==> src/rtl/breath_ramp_if.sv <==
// breath_ramp_if: control and status bundle between the breathing ramp source and its user
interface breath_ramp_if #(
    parameter int DUTY_W = 10
);
    logic              en;
    logic              mode;
    logic              abort;
    logic              tick;
    logic              step;
    logic [DUTY_W-1:0] duty;
    logic              duty_upd;
    logic              dir;
    logic              busy;
    logic              done;
    modport master (output en, mode, abort, input tick, step, duty, duty_upd, dir, busy, done);
    modport slave  (input en, mode, abort, output tick, step, duty, duty_upd, dir, busy, done);
endinterface

==> src/rtl/breath_ramp_gen.sv <==
// breath_ramp_gen: prescaled tick/step timebase driving a rise/hold/fall/hold duty ramp for the LED PWM
module breath_ramp_gen #(
    parameter int TICK_DIV   = 50,
    parameter int STEP_TICKS = 1000,
    parameter int DUTY_W     = 10,
    parameter int DUTY_MAX   = 999,
    parameter int STEP_SIZE  = 1,
    parameter int HOLD_STEPS = 0
) (
    input logic          clk,
    input logic          rst,
    breath_ramp_if.slave br
);
    typedef enum logic [2:0] {IDLE, RISE, HOLD_HI, FALL, HOLD_LO} state_t;
    localparam logic [DUTY_W:0] MAX_V  = (DUTY_W + 1)'(DUTY_MAX);
    localparam logic [DUTY_W:0] STEP_V = (DUTY_W + 1)'(STEP_SIZE);
    state_t            state, state_n;
    logic [DUTY_W-1:0] duty, duty_n;
    logic [15:0]       pre_cnt, st_cnt, hold_cnt, hold_n;
    logic              tick_q, step_q, upd_q, done_q, done_n;
    logic              pre_wrap, st_wrap, last_hold, adv;
    logic [DUTY_W:0]   sum, up_v, dn_v;
    assign pre_wrap  = pre_cnt == 16'(TICK_DIV - 1);
    assign st_wrap   = st_cnt == 16'(STEP_TICKS - 1);
    assign last_hold = hold_cnt == 16'(HOLD_STEPS - 1);
    assign adv       = step_q & br.en;
    assign sum       = {1'b0, duty} + STEP_V;
    assign up_v      = sum > MAX_V ? MAX_V : sum;
    assign dn_v      = {1'b0, duty} >= STEP_V ? {1'b0, duty} - STEP_V : '0;
    always_comb begin
        state_n = state;
        duty_n  = duty;
        hold_n  = hold_cnt;
        done_n  = 1'b0;
        if (br.abort) begin
            state_n = IDLE;
            duty_n  = '0;
            hold_n  = '0;
        end else if (state == IDLE) begin
            state_n = br.en ? RISE : IDLE;
        end else if (adv) begin
            unique case (state)
                RISE: begin
                    duty_n  = up_v[DUTY_W-1:0];
                    state_n = up_v != MAX_V ? RISE : HOLD_STEPS == 0 ? FALL : HOLD_HI;
                end
                HOLD_HI: begin
                    hold_n  = last_hold ? '0 : hold_cnt + 16'd1;
                    state_n = last_hold ? FALL : HOLD_HI;
                end
                FALL: begin
                    duty_n  = dn_v[DUTY_W-1:0];
                    state_n = dn_v != '0 ? FALL : HOLD_STEPS != 0 ? HOLD_LO : br.mode ? RISE : IDLE;
                    done_n  = dn_v == '0 && HOLD_STEPS == 0 && !br.mode;
                end
                HOLD_LO: begin
                    hold_n  = last_hold ? '0 : hold_cnt + 16'd1;
                    state_n = !last_hold ? HOLD_LO : br.mode ? RISE : IDLE;
                    done_n  = last_hold && !br.mode;
                end
                default: state_n = IDLE;
            endcase
        end
    end
    // tick/step strobes are held while paused so the pending count is consumed on resume
    always_ff @(posedge clk) begin
        if (rst) begin
            state    <= IDLE;
            duty     <= '0;
            pre_cnt  <= '0;
            st_cnt   <= '0;
            hold_cnt <= '0;
            tick_q   <= 1'b0;
            step_q   <= 1'b0;
            upd_q    <= 1'b0;
            done_q   <= 1'b0;
        end else begin
            state    <= state_n;
            duty     <= duty_n;
            hold_cnt <= hold_n;
            upd_q    <= duty_n != duty;
            done_q   <= done_n;
            if (br.en) begin
                pre_cnt <= pre_wrap ? '0 : pre_cnt + 16'd1;
                tick_q  <= pre_wrap;
                step_q  <= tick_q & st_wrap;
                if (tick_q) st_cnt <= st_wrap ? '0 : st_cnt + 16'd1;
            end
            if (br.abort) begin
                st_cnt <= '0;
                step_q <= 1'b0;
            end
        end
    end
    assign br.tick     = tick_q & br.en;
    assign br.step     = step_q & br.en;
    assign br.duty_upd = upd_q & br.en;
    assign br.done     = done_q & br.en;
    assign br.duty     = duty;
    assign br.dir      = state == RISE || state == HOLD_HI;
    assign br.busy     = state != IDLE;
endmodule

==> src/flat_wrapper.sv <==
// flat-port wrapper written by rule: the top's interface ports become plain ports
module breath_ramp_gen_flat 
#(
    parameter int TICK_DIV   = 50,
    parameter int STEP_TICKS = 1000,
    parameter int DUTY_W     = 10,
    parameter int DUTY_MAX   = 999,
    parameter int STEP_SIZE  = 1,
    parameter int HOLD_STEPS = 0
)
  (clk, rst, br_en, br_mode, br_abort, br_tick, br_step, br_duty, br_duty_upd, br_dir, br_busy, br_done);
  breath_ramp_if #(.DUTY_W(DUTY_W)) br_i ();
  input logic clk;
  input logic rst;
  input wire logic [$bits(br_i.en)-1:0] br_en;
  input wire logic [$bits(br_i.mode)-1:0] br_mode;
  input wire logic [$bits(br_i.abort)-1:0] br_abort;
  output wire logic [$bits(br_i.tick)-1:0] br_tick;
  output wire logic [$bits(br_i.step)-1:0] br_step;
  output wire logic [$bits(br_i.duty)-1:0] br_duty;
  output wire logic [$bits(br_i.duty_upd)-1:0] br_duty_upd;
  output wire logic [$bits(br_i.dir)-1:0] br_dir;
  output wire logic [$bits(br_i.busy)-1:0] br_busy;
  output wire logic [$bits(br_i.done)-1:0] br_done;
  assign br_i.en = br_en;
  assign br_i.mode = br_mode;
  assign br_i.abort = br_abort;
  assign br_tick = br_i.tick;
  assign br_step = br_i.step;
  assign br_duty = br_i.duty;
  assign br_duty_upd = br_i.duty_upd;
  assign br_dir = br_i.dir;
  assign br_busy = br_i.busy;
  assign br_done = br_i.done;
  breath_ramp_gen #(.TICK_DIV(TICK_DIV), .STEP_TICKS(STEP_TICKS), .DUTY_W(DUTY_W), .DUTY_MAX(DUTY_MAX), .STEP_SIZE(STEP_SIZE), .HOLD_STEPS(HOLD_STEPS)) u_core (.clk(clk), .rst(rst), .br(br_i));
endmodule
==> config.mk <==
export PLATFORM = sky130hd
export DESIGN_NAME = breath_ramp_gen_flat
export DESIGN_NICKNAME = d
export VERILOG_FILES = /design/src/rtl/breath_ramp_if.sv /design/src/rtl/breath_ramp_gen.sv /design/src/flat_wrapper.sv
export SDC_FILE = /design/constraint.sdc
export NUM_CORES = 1
export LEC_CHECK = 0
export ABC_AREA = 1
export CAP_MARGIN = 20
export CELL_PAD_IN_SITES_DETAIL_PLACEMENT = 2
export CELL_PAD_IN_SITES_GLOBAL_PLACEMENT = 2
export CORE_ASPECT_RATIO = 1.75
export CORE_MARGIN = 3
export CORE_UTILIZATION = 34
export CTS_BUF_LIST = sky130_fd_sc_hd__clkbuf_4
export DETAILED_ROUTE_END_ITERATION = 8
export HOLD_SLACK_MARGIN = 0.03
export PLACE_DENSITY_LB_ADDON = 0.1
export SLEW_MARGIN = 20
export SYNTH_ARGS = -nofsm -noshare
export SYNTH_HDL_FRONTEND = slang
export SYNTH_SLANG_ARGS = --single-unit
==> constraint.sdc <==
create_clock -name clk -period 2.4 [get_ports clk]
set_input_delay 0.24 -clock clk [delete_from_list [all_inputs] [get_ports clk]]
set_output_delay 0.24 -clock clk [all_outputs]
set_load 0.05 [all_outputs]
# Word-level counts from Yosys, hierarchy flattened
# Cells that the tools add are included.
# totals
regBits	65
latch_bits	0
ram_bits	0
rom_bits	0
inputBits	5
output_inout_bits	16
wordCells	65
n_memories	0
# classes
addsub	5
multipliers	0
div_mod_pow	0
magnitude_cmp	2
eq_ne	9
n_shift	0
n_mux	19
bitwise_logic	7
reduce_logical	14
# op_table
cell	count
$add A16 B1 Y16 const B	3
$mux W16	3
$mux W10	3
$mux W11	2
$pmux W10 S2	1
$eq A16 B10 Y1 const B	1
$eq A16 B16 Y1 const B	1
$eq A16 B6 Y1 const B	1
$mux W3	4
$pmux W3 S4	1
$add A10 B1 Y11 const B	1
$gt A11 B10 Y1 const B	1
$logic_not A11 Y1	1
$ne A11 B10 Y1 const B	1
$reduce_bool A11 Y1	1
$sub A10 B1 Y11 const B	1
$ge A10 B1 Y1 const B	1
$ne A10 B10 Y1	1
$eq A3 B2 Y1 const B	2
$and A1 B1 Y1	5
$reduce_or A2 Y1	2
$reduce_or A4 Y1	1
$eq A3 B1 Y1 const B	1
$eq A3 B3 Y1 const B	1
12 further kinds	16

# Depth between registers and ports, before layout
# Gate-level depths: netlist (run 1).
# depth
word_depth	8
ltp_mapped	22

# Least setup slack after synthesis (run 1)
# Ideal clock, no wire load.
# synth_timing
path_kind	reg2reg
startpoint	register u_core.duty[0], in the netlist u_core.br.duty[0]
endpoint	register u_core.upd_q
arrival_time_ps	2477
slack_ps	-205
path_stages_with_launch	21
n_path_buf	1
synth_period_minus_slack_ps	2605
cell_sequence	dfxtp_1 buf_2 inv_2 ha_1 inv_1 nor2_1 nand2_1 nand3_1 nand2_1 nor2_2 nand2_4 nand4_1 nand2_1 nand2_1 nand3_1 nand2_1 nand2_1 nor2_1 nand2_1 nor2_1 nor2_1
# synth_between
elab_chain_len	8
# synth_lines
element	line	source
from (decl)	breath_ramp_gen.sv:18	logic [DUTY_W-1:0] duty, duty_n;
from (signal assigned)	breath_ramp_gen.sv:79	duty <= duty_n;
$add A10 B1 Y11	breath_ramp_gen.sv:27	assign sum = {1'b0, duty} + STEP_V;
$gt A11 B10 Y1	breath_ramp_gen.sv:28	assign up_v = sum > MAX_V ? MAX_V : sum;
$mux W11	breath_ramp_gen.sv:28	
$pmux W10 S2	breath_ramp_gen.sv:42	unique case (state)
$mux W10	breath_ramp_gen.sv:41	end else if (adv) begin
$mux W10	breath_ramp_gen.sv:39	end else if (state == IDLE) begin
$mux W10	breath_ramp_gen.sv:35	if (br.abort) begin
$ne A10 B10 Y1 *	breath_ramp_gen.sv:81	upd_q <= duty_n != duty;
to (signal assigned)	breath_ramp_gen.sv:81	
to (decl)	breath_ramp_gen.sv:20	logic tick_q, step_q, upd_q, done_q, done_n;
# Every way passes the cells marked *; elsewhere a longest branch is shown, timed or not.
# A chain may end at the register's enable or synchronous reset.

# Worst setup path after layout (run 1)
# Same ends and word-level chain as after synthesis.

==> results.yml, run 1 <==
final_layout:
  nets: 680
  multiInputGateArea_sq_um: 2340
  regArea_sq_um: 1314
  fin_cells: 805
  drive_gt1_share_pct: 16.07
  fillCellCount: 1374
  final_area_sq_um: 4831
  final_util_pct: 43.26
  syn2layout_area_growth_pct: 24.39
timing:
  hold_viol_final: 0
  max_clock_freq_mhz: 416.9
  slew_viol_final: 0
  rsz0062_at_grt: "yes"
  fin_crit_sh_pct: 99.94
  fin_skew_ns: 0.01356
  setup-violations-final: 0
  period_minus_slack_ns: 2.398
  max_slew_margin_pct: 62.66
  finalSetupTns_ns: 0
  tightest_slew_ns: 0.5550
drt:
  met3_length_um: 314
  wl_met2_mm: 8.850
  vias: 4385
  drc: 0
  top_layer: "met4"
  ant_nets: 0
  dr.pass1.iters: 4
  routedWlPerCell_um: 19.46
  drt-total-wl_mm: 15.67
  viasPerCell: 5.447
  drtIter0Drc: 146
  wirelength_met1_mm: 5.797
place:
  hpwl_mm: 11.73
  port_buffers: 20
  dp.cells: 784
  place.gp.congestion: 0.8992
  place_area_sq_um: 4497
grt:
  grt_pass1_wl_mm: 24.29
  grt_overflow: 0
  antenna_found_initial: 1
  grt_max_degree: 16
  grtUsageTotal_pct: 24.39
  grt_pass1_vias: 4866
setup_path:
  reg2reg_depth: 19
  path_class: "reg -> reg"
  r2r-end: "u_core.upd_q"
  crit_required_ns: 2.72
  path_max_fanout: 5
  regToRegSetupSlack_ns: 0.002
  arrival_ns: 2.72
  reg2reg_from: "u_core.br.duty[0]"
  cp-start-kind: "flip-flop"
  crit_start: "u_core.br.duty[0]"
  endpoint: "u_core.upd_q"
  crit_path_end_kind: "flip-flop"
die:
  rows: 51
  dieWidth_um: 86.79
  die-area_sq_um: 12790
  die_h_um: 147.4
  ios: 21
  core_area_sq_um: 11170
  start_util_pct: 34.78
yosys:
  yosysUniqueCellTypes: 40
  synth_cells: 607
  synth_most_common_cell: "nand2_1"
  yosysTopAreaCell: "dfxtp_1"
  synth_seq_cells: 65
  syn_nets: 620
  ys_seq_area_share_pct: 33.51
  synthFlopType: "dfxtp_1"
  syn_area_sq_um: 3884
  syn_avg_cell_area_sq_um: 6.398
  synth_area_leaders: "dfxtp_1 34%, nand2_1 15%, inv_1 7.5%, nor2_1 7.5%, nand3_1 5.5%"
  synth_edf_count: 0
  synth_common_cells: "158 x nand2_1, 78 x inv_1, 78 x nor2_1"
  yosysWarningCount: 0
  async_flop_share_pct: 0
  synth_top_area_share_pct: 33.51
power_and_ir_drop:
  ir_drop_uv: 294.9
  power_leakage_uw: 0.002044
  powerDensity_nw_per_um2: 430.8
  report.power.total_uw: 2081
hold_path:
  hp-class: "reg -> reg"
cts:
  h-tree-depth: 3
  cts_root_buf: "clkbuf_4"
  cts_tree: "done"
  cts_inserted_buffers: 9
  clock-sinks: 65
  hold_buffers: 0
  insertion_delay_ns: 0.43
  path_clk_slew_ns: 0.13
  clock_path_buffers: 2
status:
  outcome: "completed"
run:
  cap_violations: 0
## through the flow
step / setup slack, ns / hold WS, ns
6_report: 0.001502 / 0.4498
5_1_grt: -0.1850 / 0.4927
4_1_cts: 0.002118 / 0.4547
3_5_place_dp: -0.1492 / 0.4375
3_3_place_gp: -0.07172 / 0.4360
2_1_floorplan: 0.08178 / 0.4116
## metal layers
| metal | vias to the layer above | track usage, % |
|---|---|---|
| met1 | 2168 | 24.71 |
| met3 | 37 | 3.235 |
| met4 | 0 | 11.47 |
| li1 | 2109 | - |
| met2 | 71 | 47.03 |
| met5 | - | 0 |
## sequential cells by signal, summed over array words and instances, names as in the netlist
signal,cells
u_core.br.duty,10
u_core.done_q,1
u_core.hold_cnt,16
u_core.pre_cnt,16
u_core.st_cnt,16
u_core.state,3
u_core.step_q,1
u_core.tick_q,1
u_core.upd_q,1
## critical path: stages (launching register included)
cell and delay (ns):
dfxtp_4 0.43, ha_4 0.16, nand2_2 0.08, nor2_4 0.17, buf_4 0.12, nand3_1 0.08, nand2_2 0.14, nor2_4 0.06
nand2_4 0.09, nand3_1 0.11, nand2_2 0.11, nand2_1 0.07, nand2_1 0.08, nand3_1 0.11, nand2_1 0.10, nand2_1 0.06
nor2_2 0.11, nand2_1 0.07, nor2_1 0.08, nor2_1 0.05
## where the power goes
group          internal, uW  total (uW)  leakage, uW  switching, uW
Clock                   422         885    0.0000901            462
Sequential             1080        1080     0.000528           4.19
Combinational          34.7         112      0.00143           77.7
Total                  1540        2080      0.00204            544
## layout make-up
type | count | share of cell area (%)
Multi-Input combinational cell | 447 | 48.43
Sequential cell | 65 | 27.20
Timing Repair Buffer | 60 | 11.01
Inverter | 84 | 6.579
Tap cell | 132 | 3.419
Clock inverter | 7 | 1.917
Clock buffer | 9 | 1.399
Antenna cell | 1 | 0.05180
## logic make-up (layout without fill, tap and decap cells)
group | Yosys count | after routing | synth area share [%]
other cells | 0 | 1 | 0
fa+ha+maj | 8 | 8 | 2.577
buf+inv | 96 | 160 | 9.665
flops | 65 | 65 | 33.51
simple gates | 348 | 349 | 39.47
compound gates | 77 | 77 | 11.86
xor+xnor | 13 | 13 | 2.932
## worst min-delay path by stage
stage | startpoint | to | slack [ns] | depth (start not counted)
6_report | u_core.pre_cnt[15] | u_core.pre_cnt[15] | 0.45 | 1
5_1_grt | u_core.pre_cnt[15] | u_core.pre_cnt[15] | 0.49 | 1
4_1_cts | u_core.pre_cnt[15] | u_core.pre_cnt[15] | 0.45 | 1
3_5_place_dp | u_core.pre_cnt[15] | u_core.pre_cnt[15] | 0.44 | 1
3_3_place_gp | u_core.pre_cnt[15] | u_core.pre_cnt[15] | 0.44 | 1
2_1_floorplan | br_abort | u_core.br.duty[0] | 0.41 | 3
## cell usage in the layout, fill, tap and decap left out, types with 8 or more instances in the layout
master and n:
nor2_1 76, nand3_1 38, nand4_1 17, nand2_2 11
xor2_1 8, inv_1 76, clkbuf_4 9, nand2_1 151
dfxtp_1 59, nor3_1 23, buf_4 41, a21oi_1 32
clkdlybuf4s50_1 14, o21ai_0 11
## timing repair
item	in CTS	in global routing
pin swaps	0	8
cloned	0	1
setup buffers	0	3
resized for setup	8	33
setup endpoints to repair	3	8
No activity file was read; power rests on OpenSTA's default activity.
==> inputs of run 2 (changes only) <==
--- a/config.mk
+++ b/config.mk
@@ -6,7 +6,7 @@
 export NUM_CORES = 1
 export LEC_CHECK = 0
 export ABC_AREA = 1
-export CAP_MARGIN = 20
+export CAP_MARGIN = 25
 export CELL_PAD_IN_SITES_DETAIL_PLACEMENT = 2
 export CELL_PAD_IN_SITES_GLOBAL_PLACEMENT = 2
 export CORE_ASPECT_RATIO = 1.75
==> results of run 2 <==
Final layout, timing and power as in run 1 (identical DEF).
==> inputs of run 3 (changes only) <==
--- a/config.mk
+++ b/config.mk
@@ -6,11 +6,12 @@
 export NUM_CORES = 1
 export LEC_CHECK = 0
 export ABC_AREA = 1
+export ABC_CLOCK_PERIOD_IN_PS = 2400
 export CAP_MARGIN = 25
 export CELL_PAD_IN_SITES_DETAIL_PLACEMENT = 2
 export CELL_PAD_IN_SITES_GLOBAL_PLACEMENT = 2
 export CORE_ASPECT_RATIO = 1.75
-export CORE_MARGIN = 3
+export CORE_MARGIN = 1.5
 export CORE_UTILIZATION = 34
 export CTS_BUF_LIST = sky130_fd_sc_hd__clkbuf_4
 export DETAILED_ROUTE_END_ITERATION = 8
==> results.yml, run 3 (synthesis gave the netlist of run 1 again) <==
grt:
  grt_pass1_wl_mm: 23.55
  antenna_found_initial: 1
  grt_overflow: 0
  grt_max_degree: 16
  grt_pass1_vias: 4845
  grtUsageTotal_pct: 25.05
setup_path:
  cp_top_family: "simple AND/OR/NAND/NOR gates"
  crit_required_ns: 2.73
  slowest_delay_ns: 0.40
  path_max_fanout: 5
  path_class: "reg -> reg"
  cp-start-kind: "flip-flop"
  slowest_stage: "dfxtp_4"
  arrival_ns: 2.91
  crit_path_end_kind: "flip-flop"
  cp.buffers_inverters: 2
  crit_path_cell_trace: "buf_4, ha_1, inv_1, nand2_1, nor2_1, nand2_1, nand3_1, nand2_2, nor2_4, nand2_4, nand3_2, nand2_1, nand2_2, nand3_1, nand2_1, nand3_1, nor2_2, nand2_1, nor2_1, nor2_1"
  cp_common_cell: "nand2_1"
drt:
  drtIter0Drc: 158
  drc: 0
  ant_nets: 0
  routedWlPerCell_um: 20.31
  vias: 4433
  dr.pass1.iters: 4
  viasPerCell: 5.459
  drt-total-wl_mm: 16.49
die:
  die_h_um: 144.4
  ios: 21
  rows: 51
  start_util_pct: 34.98
  core_area_sq_um: 11100
  die-area_sq_um: 12100
  dieWidth_um: 83.79
timing:
  max_slew_margin_pct: 65.99
  layout_setup_ws_ns: -0.1819
  rsz0062_at_grt: "yes"
  max_clock_freq_mhz: 387.3
  slew_viol_final: 0
  tightest_slew_ns: 0.5086
  fin_crit_sh_pct: 107.6
  hold-worst-slack_ns: 0.4947
  fin_skew_ns: 0.02417
  setup-violations-final: 2
  finalSetupTns_ns: -0.2983
  hold_viol_final: 0
  period_minus_slack_ns: 2.582
final_layout:
  drive_gt1_share_pct: 17.38
  final_common_cell: "nand2_1"
  fillCellCount: 1398
  reg_top3: "u_core.hold_cnt (16), u_core.pre_cnt (16), u_core.st_cnt (16)"
  fin_cells: 812
  final_util_pct: 44.06
  nets: 687
  syn2layout_area_growth_pct: 25.97
  mostFrequentLayoutCells: "151 x nand2_1, 77 x inv_1, 74 x nor2_1, 58 x dfxtp_1, 49 x buf_4"
status:
  outcome: "complete, but fails checks"
  failed_checks: "negative setup slack"
cts:
  cts_tree: "done"
  insertion_delay_ns: 0.44
  h-tree-depth: 3
  clock-sinks: 65
  clock_path_buffers: 2
  path_clk_slew_ns: 0.12
  hold_buffers: 0
  cts_inserted_buffers: 9
  cts_root_buf: "clkbuf_4"
place:
  dp.cells: 787
  dp_slack_ns: -0.07307
  port_buffers: 20
  place.gp.congestion: 0.9392
  hpwl_mm: 11.59
hold_path:
  hp-class: "reg -> reg"
power_and_ir_drop:
  powerDensity_nw_per_um2: 426.9
  power_leakage_uw: 0.002047
  ir_drop_uv: 297.8
run:
  cap_violations: 0
[run 3: final timing paths]
kind / from / endpoint / slack [ns] / cells past startpoint
max reg2reg: u_core.br.duty[1] / u_core.upd_q / -0.18 / 20
min: u_core.hold_cnt[6] / u_core.hold_cnt[7] / 0.49 / 1
max: u_core.br.duty[1] / u_core.upd_q / -0.18 / 20
min reg2reg: u_core.hold_cnt[6] / u_core.hold_cnt[7] / 0.49 / 1
[run 3: routing by layer]
metal  share of wire, %  vias up  global-route usage, %
met1                 36     2182                  23.76
met2                 57       92                  51.49
li1                   -     2107                      -
met4                5.0        0                  12.68
met3                2.3       52                  3.082
met5                  0        -                      0
[run 3: area by class of cell]
class / instances / area [sq um] / share of cell area, %
Tap cell: 132 / 165.2 / 3.376
Clock buffer: 9 / 67.56 / 1.381
Antenna cell: 1 / 2.502 / 0.05115
Inverter: 84 / 317.8 / 6.496
Multi-Input combinational cell: 447 / 2352 / 48.08
Sequential cell: 65 / 1318 / 26.93
Timing Repair Buffer: 67 / 578.1 / 11.82
Clock inverter: 7 / 91.34 / 1.867
[run 3: stage by stage]
step                area (sq um)  total power [uW]
global placement            4519              1214
CTS                         4703              2108
floorplan                   3889              1169
detailed placement          4519              1219
finish                      4892              2088
global route                4892              2153
[run 3: timing repair]
action,4_1_cts,5_1_grt
gates cloned,0,1
gates resized for setup,6,35
setup endpoints to repair,3,6
pin swaps,0,12
buffers inserted,1,6
[run 3: report_power, final]
group | switching [uW] | internal, uW
combinational | 78.5 | 35.5
sequential | 4.43 | 1080
clock | 469 | 421
==> patch 1 (settings of run 2) <==
`DUTY_W` is set to 10 in 3 places; all go to 20.
--- a/src/rtl/breath_ramp_if.sv
+++ b/src/rtl/breath_ramp_if.sv
@@ -1,6 +1,6 @@
 // breath_ramp_if: control and status bundle between the breathing ramp source and its user
 interface breath_ramp_if #(
-    parameter int DUTY_W = 10
+    parameter int DUTY_W = 20
 );
     logic              en;
     logic              mode;
--- a/src/rtl/breath_ramp_gen.sv
+++ b/src/rtl/breath_ramp_gen.sv
@@ -2,7 +2,7 @@
 module breath_ramp_gen #(
     parameter int TICK_DIV   = 50,
     parameter int STEP_TICKS = 1000,
-    parameter int DUTY_W     = 10,
+    parameter int DUTY_W     = 20,
     parameter int DUTY_MAX   = 999,
     parameter int STEP_SIZE  = 1,
     parameter int HOLD_STEPS = 0
--- a/src/flat_wrapper.sv
+++ b/src/flat_wrapper.sv
@@ -3,7 +3,7 @@
 #(
     parameter int TICK_DIV   = 50,
     parameter int STEP_TICKS = 1000,
-    parameter int DUTY_W     = 10,
+    parameter int DUTY_W     = 20,
     parameter int DUTY_MAX   = 999,
     parameter int STEP_SIZE  = 1,
     parameter int HOLD_STEPS = 0
Interface: changed (resized br_duty); port bits go from 21 to 31. No check against the original RTL was run, so the function may have changed too.
==> patch 1 against run 2 <==
- the flow now stops in 4_1_cts
- area after synthesis rose by 38%
==> patch 1: results <==
[outcome]
status = "did not finish"
haltStage = "4_1_cts"
firstError = "[ERROR DPL-0033] detailed placement checks failed during check placement."

[synth]
synth_flop_cell = "dfxtp_1"
synth_mux_area_frac = 0
synth_xor_area_frac = 0.0341
yosys_warnings = 0
synth-compound-area-share = 0.117
synth.distinct_cells = 44
avgSynthCellArea_sq_um = 5.99
synth_common_cells = "nand2_1, nor2_1, inv_1"
synth.area.top_cells = "dfxtp_1, nand2_1, nor2_1, inv_1, nand3_1"
mappedNetlistNets = 908
async_flop_share = 0
ys_seq_area_frac = 0.280
synthAdderAreaFrac = 0.0187

[placement]
dp_hpwl_mm = 23.5
gp_congestion = 0.987
placed_area_sq_mm = 0.00711
post-place-cells = 1257
port_buffers = 30

[clock_network]
cts_max_level = 3
cts_resized = 139
cts-root-buf = "clkbuf_4"
ctsLongestPathBuffers = 2
cts_setup_buffers = 32
cts.sinks = 75
cts_buffers = 9
patch 1: cell families after synthesis:
logic type	count (synthesis)
buffers and inverters	142
AO/OA/AOI/OAI	114
adder cells (fa/ha/maj)	8
AND/OR/NAND/NOR	536
flip-flops	75
XOR/XNOR	20
patch 1: per-stage QoR:
stage,hold WS (ns),setup TNS [ns],utilization,setup slack [ns]
2_1_floorplan,0.303,0,-,0.00337
3_3_place_gp,0.436,-1.42,0.462,-0.333
3_5_place_dp,0.475,-4.52,0.462,-0.574
==> patch 2 (settings of run 2) <==
Made on the original files. One comparison of `st_cnt` changes from == to >=.
--- a/src/rtl/breath_ramp_gen.sv
+++ b/src/rtl/breath_ramp_gen.sv
@@ -21,7 +21,7 @@
     logic              pre_wrap, st_wrap, last_hold, adv;
     logic [DUTY_W:0]   sum, up_v, dn_v;
     assign pre_wrap  = pre_cnt == 16'(TICK_DIV - 1);
-    assign st_wrap   = st_cnt == 16'(STEP_TICKS - 1);
+    assign st_wrap   = st_cnt >= 16'(STEP_TICKS - 1);
     assign last_hold = hold_cnt == 16'(HOLD_STEPS - 1);
     assign adv       = step_q & br.en;
     assign sum       = {1'b0, duty} + STEP_V;
Function: no difference found for any inputs over 10 cycles, from zero or initial values and one cycle with rst high; that may be too few to reach the edited logic, so the function may still have changed.
==> patch 2 against run 2 <==
- the run now ends with negative setup slack left
- power decreased by 12%
- die area decreased by 0.91%
- clock power fell by 28%
- wire length up 10%
- critical endpoint unchanged
- highest routed layer unchanged
- sequential cell count stayed put
- cell area increased by 3.1%
- setup slack worse by 0.20 ns
- largest cell class unchanged
- area after synthesis fell by 0.97%
==> patch 2: results <==
[global_route]
grtUsageTotal = 0.255
grt_pass1_wl_mm = 25.3
antenna_found_initial = 1
grt_pass1_vias = 5107
grt_max_degree = 19

[synth]
ys_ff_latch = 65
synth.area.top_cells = "dfxtp_1, nand2_1, nor2_1, inv_1, nand3_1"
async_flop_share = 0
synth_common_cells = "nand2_1, nor2_1, inv_1"
mappedNetlistNets = 604
avgSynthCellArea_sq_um = 6.51
ys_seq_area_frac = 0.338

[timing]
setup_slack_ns = -0.201
skew_ns = 0.0145
worst_slew_pin_slew_ns = 0.514
finalSetupViolCount = 1
fin_tns_setup_ns = -0.201

[finish]
nets = 692
sh_seq_area = 0.264
stdcell_count = 815
nNonClkBuffers = 87
inverters_excl_clock = 81
largestRegisters = "u_core.hold_cnt: 16 flops, u_core.pre_cnt: 16 flops, u_core.st_cnt: 16 flops"
nFillCells = 1290
clock_cell_area_share = 0.0211
ff_latch_area_sq_mm = 0.00131
antenna_cells = 1
multi_input_comb_cells = 435
multi_input_area_share = 0.477
area_share_nonclk_buffers = 0.144
drive_gt1_frac = 0.227

[setup_path]
cpPeakStageDelay_ns = 0.38
cp_slowest_cell = "dfxtp_4"
crit_family = "simple AND/OR/NAND/NOR gates"
arrival_ns = 2.93

[pwr]
peakVddDrop_uv = 252
p_leak_nw = 2.10

[clock_network]
cts_tree = "yes"
cts_max_level = 3
clk_latency_ns = 0.44
cts-root-buf = "clkbuf_4"
clk_pin_slew_ns = 0.12

[drt]
drtIter0Drc = 166
vias = 4530
wl_per_cell_um = 21.2

[placement]
port_buffers = 20
post-place-ws_ns = -0.116
placed_area_sq_mm = 0.00466
dp_hpwl_mm = 12.2
gp_congestion = 0.868
post-place-cells = 794

[outcome]
status = "finished with violations"
violations = "negative setup slack"

[min_path]
hold_path.class = "flip-flop to flip-flop"

[floorplan]
core.rowCount = 50
-- patch 2: changes by cell type after synthesis, moves of 3 or more --
cell / run 2 / this run
o21ai_0: 15 / 11
a21oi_1: 33 / 25
o21a_1: 4 / 1
nor3b_1: 1 / 9
inv_1: 78 / 73
nand2_1: 158 / 148
a31oi_1: 6 / 1
nand4_1: 17 / 30
nor3_1: 23 / 18
clkinv_1: 2 / 5
nor4_1: 8 / 3
-- patch 2: path summary, 6_finish.rpt --
path	slack, ns	from	end	cells after the start
worst min-delay path	0.46	u_core.st_cnt[12]	u_core.st_cnt[12]	2
worst max-delay path	-0.20	u_core.br.duty[1]	u_core.upd_q	20
worst max register to register	-0.20	u_core.br.duty[1]	u_core.upd_q	20
worst min register to register	0.46	u_core.st_cnt[12]	u_core.st_cnt[12]	2
-- patch 2: cell families after synthesis --
| logic type | after synthesis | share of synthesized area |
|---|---|---|
| DFF | 65 | 0.338 |
| buffers and inverters | 93 | 0.0943 |
| xor gates and xnor gates | 10 | 0.0228 |
| and+or+nand+nor | 358 | 0.430 |
| AOI/OAI and AO/OA | 57 | 0.0885 |
| adders and majority gates | 8 | 0.0260 |
-- patch 2: tightest hold or removal path, delay by kind of cell (launching register included) --
kind | cells | cell delay, ns
flops | 1 | 0.33
simple gates | 2 | 0.09
-- patch 2: where the power goes --
part           switching, mW  internal [mW]
registers            0.00617           1.08
clock network          0.438          0.200
logic                 0.0781         0.0356
-- patch 2: timing repair --
item	in CTS	in global routing
endpoints found under the setup margin	5	12
buffers inserted	0	2
gates cloned	0	2
gates resized for setup	9	47
pin swaps	0	19
-- patch 2: layer usage --
layer / track usage / routed length (um) / vias up
li1: - / - / 2110
met2: 0.520 / 9950 / 103
met1: 0.221 / 5700 / 2255
met4: 0.132 / 1170 / 0
met5: 0 / 0 / -
met3: 0.0438 / 458 / 62
